## src/rtl/qam_deframer.sv

```systemverilog
// qam_deframer: hunts for SYNC_WORD in a QAM-16 nibble stream, reads an 8-bit
// length, packs payload nibbles into bytes and forwards them through a small
// FIFO to an AXI-Stream byte port (tlast on the final payload byte).
// Optional macro QAM_DEFRAME_CHK_EN adds a trailing XOR checksum byte (CHK state).
module qam_deframer #(
  parameter logic [15:0] SYNC_WORD  = 16'hEB90,
  parameter int          FIFO_DEPTH = 16
) (
  input  logic       axi_clk,
  input  logic       axi_rstn,
  input  logic       din_valid,
  input  logic [3:0] din,
  output logic [7:0] m_axis_tdata,
  output logic       m_axis_tvalid,
  input  logic       m_axis_tready,
  output logic       m_axis_tlast,
  output logic       sync_locked,
  output logic       frame_err,
  output logic       overflow
);

  localparam int AW = $clog2(FIFO_DEPTH);
  localparam logic [AW:0] DEPTH_L = (AW+1)'(FIFO_DEPTH);
  localparam logic [AW:0] PTR_ONE = (AW+1)'(1);

`ifdef QAM_DEFRAME_CHK_EN
  typedef enum logic [1:0] {S_HUNT, S_LEN, S_PAY, S_CHK} state_t;
`else
  typedef enum logic [1:0] {S_HUNT, S_LEN, S_PAY} state_t;
`endif

  state_t      r_state, w_nxt;
  logic [15:0] r_sr;
  logic        r_ph;          // 0: expecting high nibble, 1: low nibble
  logic [3:0]  r_hi;
  logic [7:0]  r_cnt;
  logic        r_pend;        // byte assembled last cycle, written to FIFO this cycle
  logic [7:0]  r_pend_data;
  logic        r_pend_last;
  logic        r_locked, r_err, r_ovf;
  logic [7:0]  r_xor;
  logic [8:0]  r_mem [FIFO_DEPTH];
  logic [AW:0] r_wp, r_rp;

  logic [15:0] w_sr_nxt;
  logic [7:0]  w_byte;
  logic [AW:0] w_count;
  logic        w_empty, w_full, w_pop, w_push, w_drop, w_abort;
  logic        w_len0, w_bad_chk;
  logic [8:0]  w_head;

  assign w_sr_nxt = {r_sr[11:0], din};
  assign w_byte   = {r_hi, din};
  assign w_count  = r_wp - r_rp;
  assign w_empty  = (w_count == '0);
  assign w_full   = (w_count == DEPTH_L);
  assign w_pop    = m_axis_tvalid && m_axis_tready;
  // A pop in the same cycle frees the slot, so a push into a full FIFO still lands.
  assign w_push   = r_pend && (!w_full || w_pop);
  assign w_drop   = r_pend && w_full && !w_pop;
  assign w_abort  = w_drop && (r_state != S_HUNT);
  assign w_head   = r_mem[r_rp[AW-1:0]];

  assign m_axis_tvalid = !w_empty;
  assign m_axis_tdata  = w_empty ? 8'h00 : w_head[7:0];
  assign m_axis_tlast  = w_empty ? 1'b0  : w_head[8];
  assign sync_locked   = r_locked;
  assign frame_err     = r_err;
  assign overflow      = r_ovf;

  // Next-state decode; a dropped byte abandons the frame from any locked state.
  always_comb begin
    w_nxt     = r_state;
    w_len0    = 1'b0;
    w_bad_chk = 1'b0;
    if (din_valid) begin
      case (r_state)
        S_HUNT: if (w_sr_nxt == SYNC_WORD) w_nxt = S_LEN;
        S_LEN: if (r_ph) begin
          if (w_byte == 8'h00) begin
            w_nxt  = S_HUNT;
            w_len0 = 1'b1;
          end else begin
            w_nxt = S_PAY;
          end
        end
`ifdef QAM_DEFRAME_CHK_EN
        S_PAY: if (r_ph && r_cnt == 8'd1) w_nxt = S_CHK;
        S_CHK: if (r_ph) begin
          w_nxt     = S_HUNT;
          w_bad_chk = (w_byte != r_xor);
        end
`else
        S_PAY: if (r_ph && r_cnt == 8'd1) w_nxt = S_HUNT;
`endif
        default: w_nxt = S_HUNT;
      endcase
    end
    if (w_abort) w_nxt = S_HUNT;
  end

  // Frame state, nibble assembly, byte counter, checksum and status pulses.
  always_ff @(posedge axi_clk) begin
    if (!axi_rstn) begin
      r_state     <= S_HUNT;
      r_sr        <= '0;
      r_ph        <= 1'b0;
      r_hi        <= '0;
      r_cnt       <= '0;
      r_pend      <= 1'b0;
      r_pend_data <= '0;
      r_pend_last <= 1'b0;
      r_locked    <= 1'b0;
      r_err       <= 1'b0;
      r_ovf       <= 1'b0;
      r_xor       <= '0;
    end else begin
      r_state  <= w_nxt;
      r_locked <= (w_nxt != S_HUNT);
      r_err    <= (w_len0 || w_bad_chk) && !w_abort;
      r_ovf    <= w_drop;
      r_pend   <= 1'b0;
      if (w_abort) begin
        r_sr <= '0;
        r_ph <= 1'b0;
      end else if (din_valid) begin
        if (r_state == S_HUNT) begin
          r_sr <= (w_nxt == S_LEN) ? 16'h0000 : w_sr_nxt;
          r_ph <= 1'b0;
        end else begin
          r_ph <= ~r_ph;
          if (!r_ph) r_hi <= din;
        end
        if (r_state == S_LEN && r_ph) begin
          r_cnt <= w_byte;
          r_xor <= '0;
        end
        if (r_state == S_PAY && r_ph) begin
          r_pend      <= 1'b1;
          r_pend_data <= w_byte;
          r_pend_last <= (r_cnt == 8'd1);
          r_cnt       <= r_cnt - 8'd1;
          r_xor       <= r_xor ^ w_byte;
        end
      end
    end
  end

  // FIFO pointers; reset empties the FIFO.
  always_ff @(posedge axi_clk) begin
    if (!axi_rstn) begin
      r_wp <= '0;
      r_rp <= '0;
    end else begin
      if (w_push) r_wp <= r_wp + PTR_ONE;
      if (w_pop)  r_rp <= r_rp + PTR_ONE;
    end
  end

  // FIFO storage of {tlast, data}; contents are only visible while non-empty.
  always_ff @(posedge axi_clk) begin
    if (w_push) r_mem[r_wp[AW-1:0]] <= {r_pend_last, r_pend_data};
  end

endmodule

```

## config.mk

```make
export PLATFORM = sky130hd
export DESIGN_NAME = qam_deframer
export DESIGN_NICKNAME = d
export VERILOG_FILES = /design/src/rtl/qam_deframer.sv
export SDC_FILE = /design/constraint.sdc
export NUM_CORES = 1
export LEC_CHECK = 0
export ABC_AREA = 1
export CAP_MARGIN = 20
export CORE_MARGIN = 2
export CORE_UTILIZATION = 40
export CTS_BUF_LIST = sky130_fd_sc_hd__clkbuf_4
export CTS_CLUSTER_SIZE = 16
export DETAILED_ROUTE_END_ITERATION = 6
export PLACE_DENSITY_LB_ADDON = 0.2
export SYNTH_ARGS = -nofsm -noshare
export SYNTH_HDL_FRONTEND = slang
export SYNTH_SLANG_ARGS = --single-unit
```

## constraint.sdc

```tcl
create_clock -name axi_clk -period 7.5 [get_ports axi_clk]
set_input_delay 0.75 -clock axi_clk [delete_from_list [all_inputs] [get_ports axi_clk]]
set_output_delay 0.75 -clock axi_clk [all_outputs]
set_load 0.005 [all_outputs]
```

# Word level (Yosys, flattened, before mapping)
# Memories as Yosys holds them, arrays and structs flattened. A register that Yosys moved wholly into a read port is not among the register bits.
# Index checks and enable logic that the tools add are counted.
dict set report totals {
  memories 1
  regBits 50
  out_inout_bits 13
  ram_bits 144
  wordCells 77
}
dict set report op_classes {
  n_eq_ne 6
  n_reduce_logical 26
  bitwise_logic 5
  add_sub_neg 4
  n_mux 22
}
# memory words width rd rd_ports_with_merged_regs write_ports line
set memory_table {}
lappend memory_table {r_mem 16 9 1 1 1 42} ;# logic [8:0] r_mem [FIFO_DEPTH];
# operator n
set op_table {}
lappend op_table {{$mux W8} 3}
lappend op_table {{$eq A16 B16 Y1 const B} 1}
lappend op_table {{$mux W12} 1}
lappend op_table {{$mux W2} 6}
lappend op_table {{$add A5 B1 Y5 const B} 2}
lappend op_table {{$logic_and A1 B1 Y1} 9}
lappend op_table {{$mux W1} 9}
lappend op_table {{$eq A8 B1 Y1 const B} 1}
lappend op_table {{$logic_not A8 Y1} 1}
lappend op_table {{$mux W4} 2}
lappend op_table {{$sub A8 B1 Y8 const B} 1}
lappend op_table {{$pmux W2 S3} 1}
lappend op_table {{$reduce_and A3 Y1} 2}
lappend op_table {{$reduce_bool A2 Y1} 3}
lappend op_table {{$eq A5 B5 Y1 const B} 1}
lappend op_table {{$logic_not A5 Y1} 1}
lappend op_table {{$not A1 Y1} 5}
lappend op_table {{$sub A5 B5 Y5} 1}
lappend op_table {{$eq A2 B1 Y1 const B} 2}
lappend op_table {{$logic_not A1 Y1} 4}
lappend op_table {{$reduce_and A4 Y1} 1}
lappend op_table {{$reduce_or A3 Y1} 1}
lappend op_table {{$eq A2 B2 Y1 const B} 1}
lappend op_table {{$logic_not A2 Y1} 1}
lappend op_table {{3 further kinds} 3}

# Longest topological paths before layout
# Gate-level depths: netlist of the first run.
dict set report depth {
  ltp_word 10
  depth_mapped 16
  depth_no_buf 15
}

# Least setup slack after synthesis of the first run
# Ideal clock, no wire load.
dict set report synth_timing {
  path_type {reg-to-output}
  startpoint {register r_rp[2]}
  endpoint {output m_axis_tdata[0]}
  arrival_ps 1711
  path_buffers 1
  stages_incl_launch_ff 13
  setup_slack_ps 5039
  t_required_ps 6750
  path_cell_list {dfxtp_1 > inv_1 > ha_1 > a21oi_1 > nand3_1 > nand2_1 > inv_2 > nand2_1 > a21oi_1 > inv_1 > clkbuf_1 > o21ai_0 > a21oi_1}
}
dict set report synth_via {
  elab_chain_len 3
}
# item line
set synth_lines {}
lappend synth_lines {{start: declaration} 43} ;# logic [AW:0] r_wp, r_rp;
lappend synth_lines {{start signal: assignment} 156} ;# if (w_pop) r_rp <= r_rp + PTR_ONE;
lappend synth_lines {{$sub A5 B5 Y5} 54} ;# assign w_count = r_wp - r_rp;
lappend synth_lines {{$logic_not A5 Y1} 55} ;# assign w_empty = (w_count == '0);
lappend synth_lines {{$mux W8} 65} ;# assign m_axis_tdata = w_empty ? 8'h00 : w_head[7:0];
lappend synth_lines {{end: declaration} 13} ;# output logic [7:0] m_axis_tdata,
# Every way passes these cells.

==> results of run 1 <==
-- through the flow --
| step | utilization [%] | hold slack [ns] | total power [mW] | cells | area [um^2] |
|---|---|---|---|---|---|
| floorplan | - | 0.4409 | 1.352 | 846 | 8478 |
| global placement | 42.58 | 0.4514 | 1.438 | 1109 | 8894 |
| detailed placement | 42.58 | 0.4574 | 1.439 | 1109 | 8894 |
| CTS | 44.10 | 0.4701 | 2.051 | 1141 | 9211 |
| global route | 44.25 | 0.4638 | 2.116 | 1145 | 9244 |
| finish | 44.25 | 0.4800 | 2.036 | 1145 | 9244 |
-- layer usage --
metal | wire length [um] | global-route usage [%] | vias up
met4 | 235 | 5.238 | 0
met1 | 8892 | 25.35 | 2730
met2 | 9048 | 28.97 | 127
li1 | - | - | 2915
met3 | 1034 | 2.927 | 18
met5 | 0 | 0 | -
-- path summary, 6_finish.rpt --
| kind | slack, ns | cells after the start | endpoint |
|---|---|---|---|
| hold reg to reg | 0.48 | 2 | r_sr[8] |
| setup / recovery | 3.25 | 9 | m_axis_tdata[0] |
| setup reg to reg | 4.45 | 12 | r_mem[14][2] |
| hold / removal | 0.48 | 2 | r_sr[8] |
-- cell type report --
cell class	count	area [um^2]	area share [%]
Antenna cell	1	2.502	0.02707
Tap cell	275	344.1	3.722
Clock inverter	15	190.2	2.057
Clock buffer	17	127.6	1.381
Inverter	66	247.7	2.680
Timing Repair Buffer	28	267.8	2.897
Sequential cell	198	5406	58.49
Multi-Input combinational cell	545	2658	28.75
-- state kept, by name (all words and copies together) (netlist names), 2 cells and up, named ones only --
signal	cells
r_rp	5
r_state	2
r_cnt	8
r_hi	4
r_mem	144
r_pend_data	8
r_sr	12
r_wp	5
-- kinds of logic (layout without fill, tap and decap cells) --
logic type / after synthesis / in the layout / synth area share (%)
AOI/OAI and AO/OA: 172 / 172 / 11.72
xor gates and xnor gates: 6 / 6 / 0.6198
adders and majority gates: 11 / 11 / 1.623
buffers and inverters: 103 / 126 / 4.900
DFF: 198 / 198 / 63.75
other: 0 / 1 / 0
and+or+nand+nor: 356 / 356 / 17.38
-- critical path: cells and delay by family, from the launching register on --
family | cells | cell delay [ns]
AND/OR/NAND/NOR | 1 | 0.08
AO/OA/AOI/OAI | 5 | 0.81
buffers and inverters | 3 | 1.42
flip-flops | 1 | 0.59
-- power groups by stage --
stage	Sequential [mW]	Combinational, mW	Clock (mW)
final	1.18	0.232	0.621
after global routing	1.18	0.257	0.674
after CTS	1.18	0.233	0.636
after detailed placement	1.21	0.232	0
after global placement	1.21	0.231	0
after floorplan	1.19	0.161	0
-- cells in the final DEF (no fill, tap or decap), types with 18 or more instances in the layout --
master / netlist / layout
o21ai_0: 30 / 30
clkdlybuf4s50_1: 0 / 20
inv_1: 60 / 60
a22oi_1: 18 / 18
nor2_1: 74 / 74
a21oi_1: 102 / 102
nand3_1: 23 / 23
edfxtp_1: 144 / 144
nand2_1: 234 / 234
dfxtp_1: 54 / 53
==> flow_summary_export.csv, run 1 <==
group,metric,value,unit
outcome,status,"complete, no violations",
timing,setup_ws,3.253,ns
clock_network,cts.sinks,198,
floorplanning,chipHeight,149.6,um
power,netSwitchingPower,0.5597,mW
worst_setup_path,cp-start-kind,"register",
clock_network,cts_root_buf,"clkbuf_4",
floorplanning,rows,53,
clock_network,cts_made_buffers,17,
timing,hold_viol_final,0,
timing,clock_skew,0.04029,ns
timing,rsz0062_at_grt,"no",
global_route,grt_pass1_vias,5487,
power,seqPwrFrac,58.1,%
worst_setup_path,path_class,"register to primary output",
power,leakagePower,3.445,nW
worst_setup_path,critical_path.max_fanout,56,
worst_setup_path,cp-end-kind,"primary output",
hold_path,hold_start,"r_sr[8]",
cells_and_area,syn_to_final_growth,9.032,%
floorplanning,start_util,40.59,%
power,pwr-share-clk,30.5,%
worst_setup_path,cp_slowest_cell,"dfxtp_2",
clock_network,ctsHtreeMaxLevel,4,
floorplanning,fp.dieArea,22380,um^2
floorplanning,ioPinCount,21,
clock_network,clock_latency,0.60,ns
clock_network,cts_tree,"built",
placement,hpwl,12.32,mm
synth,synth_top_cell_area_share,51.00,%
global_route,grt_start_max_net_pins,57,
synth,synth_edf_count,144,
power,pwr-share-comb,11.4,%
worst_setup_path,worstPathCellList,"inv_2 -> buf_4 -> a21oi_1 -> a22oi_1 -> nand2_1 -> o31ai_1 -> o21ai_0 -> a21oi_1 -> clkdlybuf4s50_1",
detailed_routing,ant_nets,0,
global_route,antenna_found_initial,1,
timing,final-max-slew-violation-count,0,
clock_network,cts_setup_buffers,0,
global_route,grt_usage,18.05,%
power,p_sw_share,27.50,%
cells_and_area,fill_cells,2025,
synth,synthCells,846,
floorplanning,dieWidth,149.6,um
timing,tns,0,ns
placement,pre_cts_slack,3.901,ns
placement,io_buffers,20,
flow_run,drv_cap,0,
synth,synth.largest_area_cell,"edfxtp_1",
detailed_routing,drt_wl_total,19.21,mm
timing,fmax,235.5,MHz
worst_setup_path,reg2reg_from,"r_wp[2]",
synth,yosysSeqAreaShare,63.75,%
timing,period_share,56.62,%
worst_setup_path,crit_required,6.75,ns
synth,synth_seq_cells,198,
global_route,grt-ovfl-total,0,
detailed_routing,wl_per_cell,16.78,um
timing,worst_pin_slew,1.014,ns
synth,ys.flop_type,"edfxtp_1",
synth,avgSynthCellArea,10.02,um^2
synth,synthArstFlopShare,0,%
power,irDropWorstVdd,0.09578,mV
detailed_routing,drc,0,
synth,syn_area,8478,um^2
synth,postSynthNetCount,865,
timing,slew_headroom,32.13,%
timing,setup_viol,0,
detailed_routing,vias,5790,
clock_network,clockBufferDepth,2,
detailed_routing,drt_iter0_markers,445,
placement,gp_congestion,0.7941,
worst_setup_path,cpPeakStageDelay,0.59,ns
timing,fin_crit,4.247,ns
global_route,grt_pass1_wl,30.44,mm
power,power_density,220.2,nW/um^2
cells_and_area,drive_gt1_share,6.444,%
synth,yosys_warnings,0,
synth,ys_top_cells_by_count,"234 x nand2_1, 144 x edfxtp_1, 102 x a21oi_1",
clock_network,cts.repair.resized,0,
synth,synth.distinct_cells,33,
floorplanning,core_area,20890,um^2
worst_setup_path,worst_ep_arrival_time,3.50,ns
detailed_routing,vias_per_cell,5.057,
synth,synth.most_common_cell,"nand2_1",
hold_path,min_path_type,"register to register",
detailed_routing,firstDrtPassIters,5,
worst_setup_path,cp_common_cell,"a21oi_1",
clock_network,clk_pin_slew_worst_paths,0.18,ns
clock_network,ctsHoldBuffers,0,
cells_and_area,fin_nets,875,
power,power.internal,1.476,mW
synth,synth_area_leaders,"edfxtp_1 51%, dfxtp_1 13%, nand2_1 10%",
Note: power is estimated with default switching activity, not from simulation.
==> run 2: changes to the inputs <==
==> constraint.sdc (replaced) <==
create_clock -name axi_clk -period 4.3 [get_ports axi_clk]
set_input_delay 0.43 -clock axi_clk [delete_from_list [all_inputs] [get_ports axi_clk]]
set_output_delay 0.43 -clock axi_clk [all_outputs]
set_load 0.005 [all_outputs]
==> flow_summary_export.csv, run 2 (same netlist as run 1, synthesis figures left out) <==
group,metric,value,unit
global_route,grt_usage,18.26,%
placement,io_buffers,20,
floorplanning,ioPinCount,21,
placement,hpwl,12.75,mm
power,pwr-share-clk,27.8,%
worst_setup_path,critical_path.max_fanout,24,
worst_setup_path,cp_slowest_cell,"clkdlybuf4s50_1",
power,pwr-share-comb,12.7,%
cells_and_area,final_cells,1145,
cells_and_area,seq_area,5406,um^2
timing,worst_pin_slew,1.051,ns
clock_network,ctsHoldBuffers,0,
floorplanning,fp.dieArea,22380,um^2
worst_setup_path,worst_ep_arrival_time,3.35,ns
worst_setup_path,critPathBufInv,4,
power,power,3.427,mW
timing,fin_crit,3.776,ns
placement,gp_congestion,0.8577,
timing,slew_headroom,29.66,%
global_route,grt_pass1_vias,5576,
cells_and_area,syn_to_final_growth,8.412,%
cells_and_area,fin_nets,875,
cells_and_area,final_common_cell,"nand2_1",
worst_setup_path,cp_top_family,"buffers and inverters",
detailed_routing,top_layer_used,"met4",
detailed_routing,firstDrtPassIters,5,
cells_and_area,fill_cells,2032,
detailed_routing,drc,0,
floorplanning,core_area,20890,um^2
hold_path,min_path_type,"register to register",
clock_network,clk_pin_slew_worst_paths,0.18,ns
clock_network,ctsHtreeMaxLevel,4,
worst_setup_path,cp-end-kind,"primary output",
worst_setup_path,worstPathCellList,"buf_4 -> inv_1 -> buf_4 -> a21oi_1 -> a22oi_1 -> nand2_1 -> o31ai_1 -> o21ai_0 -> a21oi_1 -> clkdlybuf4s50_1",
detailed_routing,drt_iter0_markers,472,
global_route,grt-ovfl-total,0,
power,netSwitchingPower,0.9641,mW
worst_setup_path,cp-start-kind,"register",
cells_and_area,mostFrequentLayoutCells,"234 x nand2_1, 144 x edfxtp_1, 102 x a21oi_1, 74 x nor2_1, 60 x inv_1",
timing,clock_skew,0.03129,ns
power,p_sw_share,28.13,%
detailed_routing,vias,5920,
global_route,grt_start_max_net_pins,73,
timing,period_share,87.81,%
outcome,status,"complete, no violations",
clock_network,cts_made_buffers,17,
detailed_routing,vias_per_cell,5.170,
placement,dp.cells,1112,
detailed_routing,met3_length,847,um
clock_network,cts.repair.resized,0,
clock_network,cts_root_buf,"clkbuf_4",
clock_network,cts.sinks,198,
power,power_density,372.8,nW/um^2
placement,placed_area,8916,um^2
worst_setup_path,crit_required,3.87,ns
timing,final-max-slew-violation-count,0,
timing,setup_viol,0,
detailed_routing,ant_nets,0,
cells_and_area,drive_gt1_share,6.329,%
global_route,antenna_found_initial,1,
power,power.internal,2.463,mW
power,seqPwrFrac,59.5,%
global_route,grt_pass1_wl,30.85,mm
timing,hold_viol_final,0,
clock_network,cts_tree,"built",
detailed_routing,drt_wl_total,19.70,mm
clock_network,clock_latency,0.58,ns
timing,rsz0062_at_grt,"no",
cells_and_area,multi_input_area,2658,um^2
detailed_routing,met2_length,9.426,mm
power,leakagePower,3.419,nW
worst_setup_path,path_class,"register to primary output",
timing,tns,0,ns
floorplanning,rows,53,
detailed_routing,wl_per_cell,17.20,um
floorplanning,dieWidth,149.6,um
detailed_routing,met1Wirelength,9.153,mm
floorplanning,chipHeight,149.6,um
clock_network,cts_setup_buffers,0,
worst_setup_path,cpPeakStageDelay,0.56,ns
timing,fmax,264.8,MHz
flow_run,drv_cap,0,
power,irDropWorstVdd,0.1566,mV
clock_network,clockBufferDepth,2,
cells_and_area,final_area,9191,um^2
floorplanning,start_util,40.59,%
cells_and_area,largest_reg_flops,144,
## run 2: changes by cell type in the layout (fill, tap and decap cells not counted), sizes merged
cell / previous run / this run
clkinv: 2 / 9
clkinvlp: 1 / 0
inv: 76 / 71
bufinv: 2 / 0
clkbuf: 17 / 18
## run 2: worst paths after layout
kind	from	end	slack (ns)	cells past startpoint
max reg2reg	r_wp[2]	r_mem[9][7]	1.17	12
min reg2reg	r_sr[3]	r_sr[3]	0.48	2
max	register	m_axis_tdata[7]	0.52	10
min	r_sr[3]	r_sr[3]	0.48	2
## run 2: worst register-to-register path: stages, from the launching register on
cell and delay, ns:
dfxtp_1 0.55, ha_1 0.36, a21oi_1 0.16, nand3_1 0.07
nand2_1 0.07, inv_2 0.04, nand3_1 0.10, nor2_4 0.06
inv_1 0.06, nand2_2 0.10, inv_1 0.18, nand2_1 0.17
nor2_1 0.83
## run 2: layout make-up
cell class,instances,area share (%)
inverter,66,2.695
timing repair buffer,28,2.831
sequential,198,58.82
multi-input combinational,545,28.91
clock buffer,18,1.470
clock inverter,14,1.497
antenna,1,0.02723
tap,275,3.744
## run 2: per-stage QoR
step / worst slack [ns] / hold slack (ns) / utilization, %
finish: 0.5240 / 0.4751 / 44.00
global route: 0.2496 / 0.5003 / 44.00
CTS: 0.4866 / 0.4769 / 43.99
detailed placement: 1.158 / 0.4543 / 42.68
global placement: 1.200 / 0.4524 / 42.68
floorplan: 1.926 / 0.4409 / -
## run 2: power groups by stage
stage	sequential [mW]	clock [mW]	combinational [mW]
after floorplan	2.08	0	0.281
after global placement	2.08	0	0.438
after detailed placement	2.08	0	0.438
after CTS	2.04	0.986	0.440
after global routing	2.04	1.05	0.485
final	2.04	0.952	0.437
## run 2: layer usage
metal	up-vias	track usage (%)
li1	2919	-
met1	2849	25.00
met2	133	29.29
met3	19	3.201
met4	0	6.524
met5	-	0
==> run 3: changes to the inputs <==
--- a/config.mk
+++ b/config.mk
@@ -5,7 +5,7 @@
 export SDC_FILE = /design/constraint.sdc
 export NUM_CORES = 1
 export LEC_CHECK = 0
-export ABC_AREA = 1
+export ABC_AREA = 0
 export CAP_MARGIN = 20
 export CORE_MARGIN = 2
 export CORE_UTILIZATION = 40
==> flow_summary_export.csv, run 3 <==
group,metric,value,unit
placement,gp_congestion,0.8080,
power,irDropWorstVdd,0.1388,mV
synth,synthCells,542,
cells_and_area,mostFrequentLayoutCells,"144 x edfxtp_1, 53 x dfxtp_1, 51 x nand2_1, 45 x mux4_2, 28 x a21oi_1",
synth,ys_top_cells_by_count,"144 x edfxtp_1, 54 x dfxtp_1, 51 x nand2_1",
synth,synth_area_leaders,"edfxtp_1 53%, dfxtp_1 13%, mux4_2 12%",
cells_and_area,fin_nets,583,
global_route,grt_pass1_wl,26.78,mm
floorplanning,core_area,20170,um^2
synth,synth_xor_area_share,0.5355,%
cells_and_area,largest_reg_flops,144,
global_route,grt-ovfl-total,0,
timing,final-max-slew-violation-count,0,
clock_network,cts_root_buf,"clkbuf_4",
worst_setup_path,critical_path.max_fanout,14,
power,power.internal,2.615,mW
global_route,antenna_found_initial,0,
power,netSwitchingPower,0.9086,mW
worst_setup_path,cp-end-kind,"primary output",
floorplanning,fp.dieArea,21600,um^2
hold_path,min_path_type,"register to register",
timing,slew_headroom,38.40,%
detailed_routing,vias,4673,
timing,setup_viol,0,
floorplanning,start_util,40.55,%
timing,worst_pin_slew,0.9170,ns
worst_setup_path,worst_ep_arrival_time,3.22,ns
worst_setup_path,ff2ff_setup_slack,1.28,ns
worst_setup_path,crit_required,3.87,ns
synth,synth.most_common_cell,"edfxtp_1",
detailed_routing,drt_iter0_markers,345,
outcome,status,"complete, no violations",
clock_network,cts_made_buffers,17,
synth,synth_seq_cells,198,
timing,clock_skew,0.02210,ns
synth,synth_top_cell_area_share,52.88,%
cells_and_area,multi_input_area,2599,um^2
detailed_routing,vias_per_cell,5.517,
clock_network,cts.sinks,198,
synth,synthAdderAreaFrac,1.683,%
worst_setup_path,path_class,"register to primary output",
synth,syn_area,8178,um^2
floorplanning,dieWidth,147.0,um
timing,tns,0,ns
clock_network,ctsHtreeMaxLevel,4,
synth,yosys.area_share.simple,9.853,%
timing,period_share,84.95,%
power,leakagePower,3.264,nW
cells_and_area,n_antenna_cell,0,
synth,synth.distinct_cells,51,
power,pwr-share-comb,13.2,%
worst_setup_path,cp-start-kind,"register",
clock_network,clock_latency,0.57,ns
synth,avgSynthCellArea,15.09,um^2
synth,synth.largest_area_cell,"edfxtp_1",
placement,hpwl,11.06,mm
synth,synth.area.mux_share,13.86,%
placement,dp.cells,814,
synth,yosysSeqAreaShare,66.10,%
power,seqPwrFrac,59.3,%
synth,yosys_warnings,0,
synth,synth_edf_count,144,
floorplanning,ioPinCount,21,
power,p_sw_share,25.78,%
synth,synth_compound_area_share,5.783,%
power,power_density,391.8,nW/um^2
synth,synth_top_family_by_area,"multiplexers",
floorplanning,rows,52,
detailed_routing,drc,0,
cells_and_area,syn_to_final_growth,9.976,%
clock_network,ctsHoldBuffers,0,
cells_and_area,final_common_cell,"edfxtp_1",
cells_and_area,seq_area,5406,um^2
timing,fmax,273.8,MHz
clock_network,cts.repair.resized,0,
global_route,grt_usage,16.74,%
cells_and_area,final_cells,847,
detailed_routing,firstDrtPassIters,5,
detailed_routing,ant_nets,0,
synth,postSynthNetCount,561,
floorplanning,chipHeight,147.0,um
global_route,grt_pass1_vias,4749,
global_route,grt_start_max_net_pins,37,
detailed_routing,drt_wl_total,17.38,mm
clock_network,cts_setup_buffers,0,
placement,io_buffers,20,
timing,rsz0062_at_grt,"no",
clock_network,clockBufferDepth,2,
detailed_routing,wl_per_cell,20.52,um
synth,ys.flop_type,"edfxtp_1",
flow_run,drv_cap,0,
clock_network,clk_pin_slew_worst_paths,0.16,ns
timing,fin_crit,3.653,ns
timing,hold_viol_final,0,
cells_and_area,drive_gt1_share,16.81,%
cells_and_area,fill_cells,1820,
power,pwr-share-clk,27.6,%
synth,synthArstFlopShare,0,%
clock_network,cts_tree,"built",
[run 3: routing by layer]
| metal | wire length, um | global-route usage, % |
|---|---|---|
| met5 | 0 | 0 |
| met4 | 318 | 5.577 |
| met3 | 714 | 3.323 |
| met2 | 8627 | 27.91 |
| met1 | 7719 | 22.19 |
[run 3: kinds of logic after synthesis]
group,Yosys count
mux,57
flops,198
xor+xnor,5
compound gates,75
simple gates,153
fa+ha+maj,11
buf+inv,43
[run 3: path summary, 6_finish.rpt]
check | startpoint | end | cells after the start
setup / recovery | r_wp[2] | m_axis_tlast | 8
hold / removal | r_sr[10] | r_sr[10] | 2
setup reg to reg | r_wp[2] | r_mem[13][4] | 7
hold reg to reg | r_sr[10] | r_sr[10] | 2
[run 3: metrics by stage]
step	instance area (um^2)	util [%]	hold WS (ns)	setup WS, ns	total power [mW]
final	8994	44.59	0.4774	0.6471	3.524
after global routing	8994	44.59	0.4891	0.4101	3.667
after CTS	8966	44.45	0.4808	0.5247	3.565
after detailed placement	8691	43.09	0.4598	1.187	2.600
after global placement	8691	43.09	0.4470	1.212	2.596
after floorplan	8178	-	0.4364	1.378	2.439
[run 3: power by group through the flow]
| stage | clock network (mW) | logic, mW | registers (mW) |
|---|---|---|---|
| after floorplan | 0 | 0.351 | 2.09 |
| after global placement | 0 | 0.465 | 2.13 |
| after detailed placement | 0 | 0.466 | 2.13 |
| after CTS | 1.01 | 0.466 | 2.09 |
| after global routing | 1.07 | 0.500 | 2.10 |
| final | 0.972 | 0.463 | 2.09 |
[run 3: area by class of cell]
type	count	share of cell area (%)
sequential	198	60.11
multi-input combinational	301	28.90
tap	270	3.756
timing repair buffer	32	3.589
clock buffer	20	1.669
clock inverter	12	1.391
inverter	14	0.5843
[run 3: critical path: stages (launching register included)]
cell,delay (ns)
dfxtp_1,0.61
ha_1,0.37
a21oi_1,0.21
a21boi_1,0.11
o211ai_1,0.33
nor3_2,0.07
buf_4,0.21
nor2b_1,0.18
clkdlybuf4s50_1,0.55
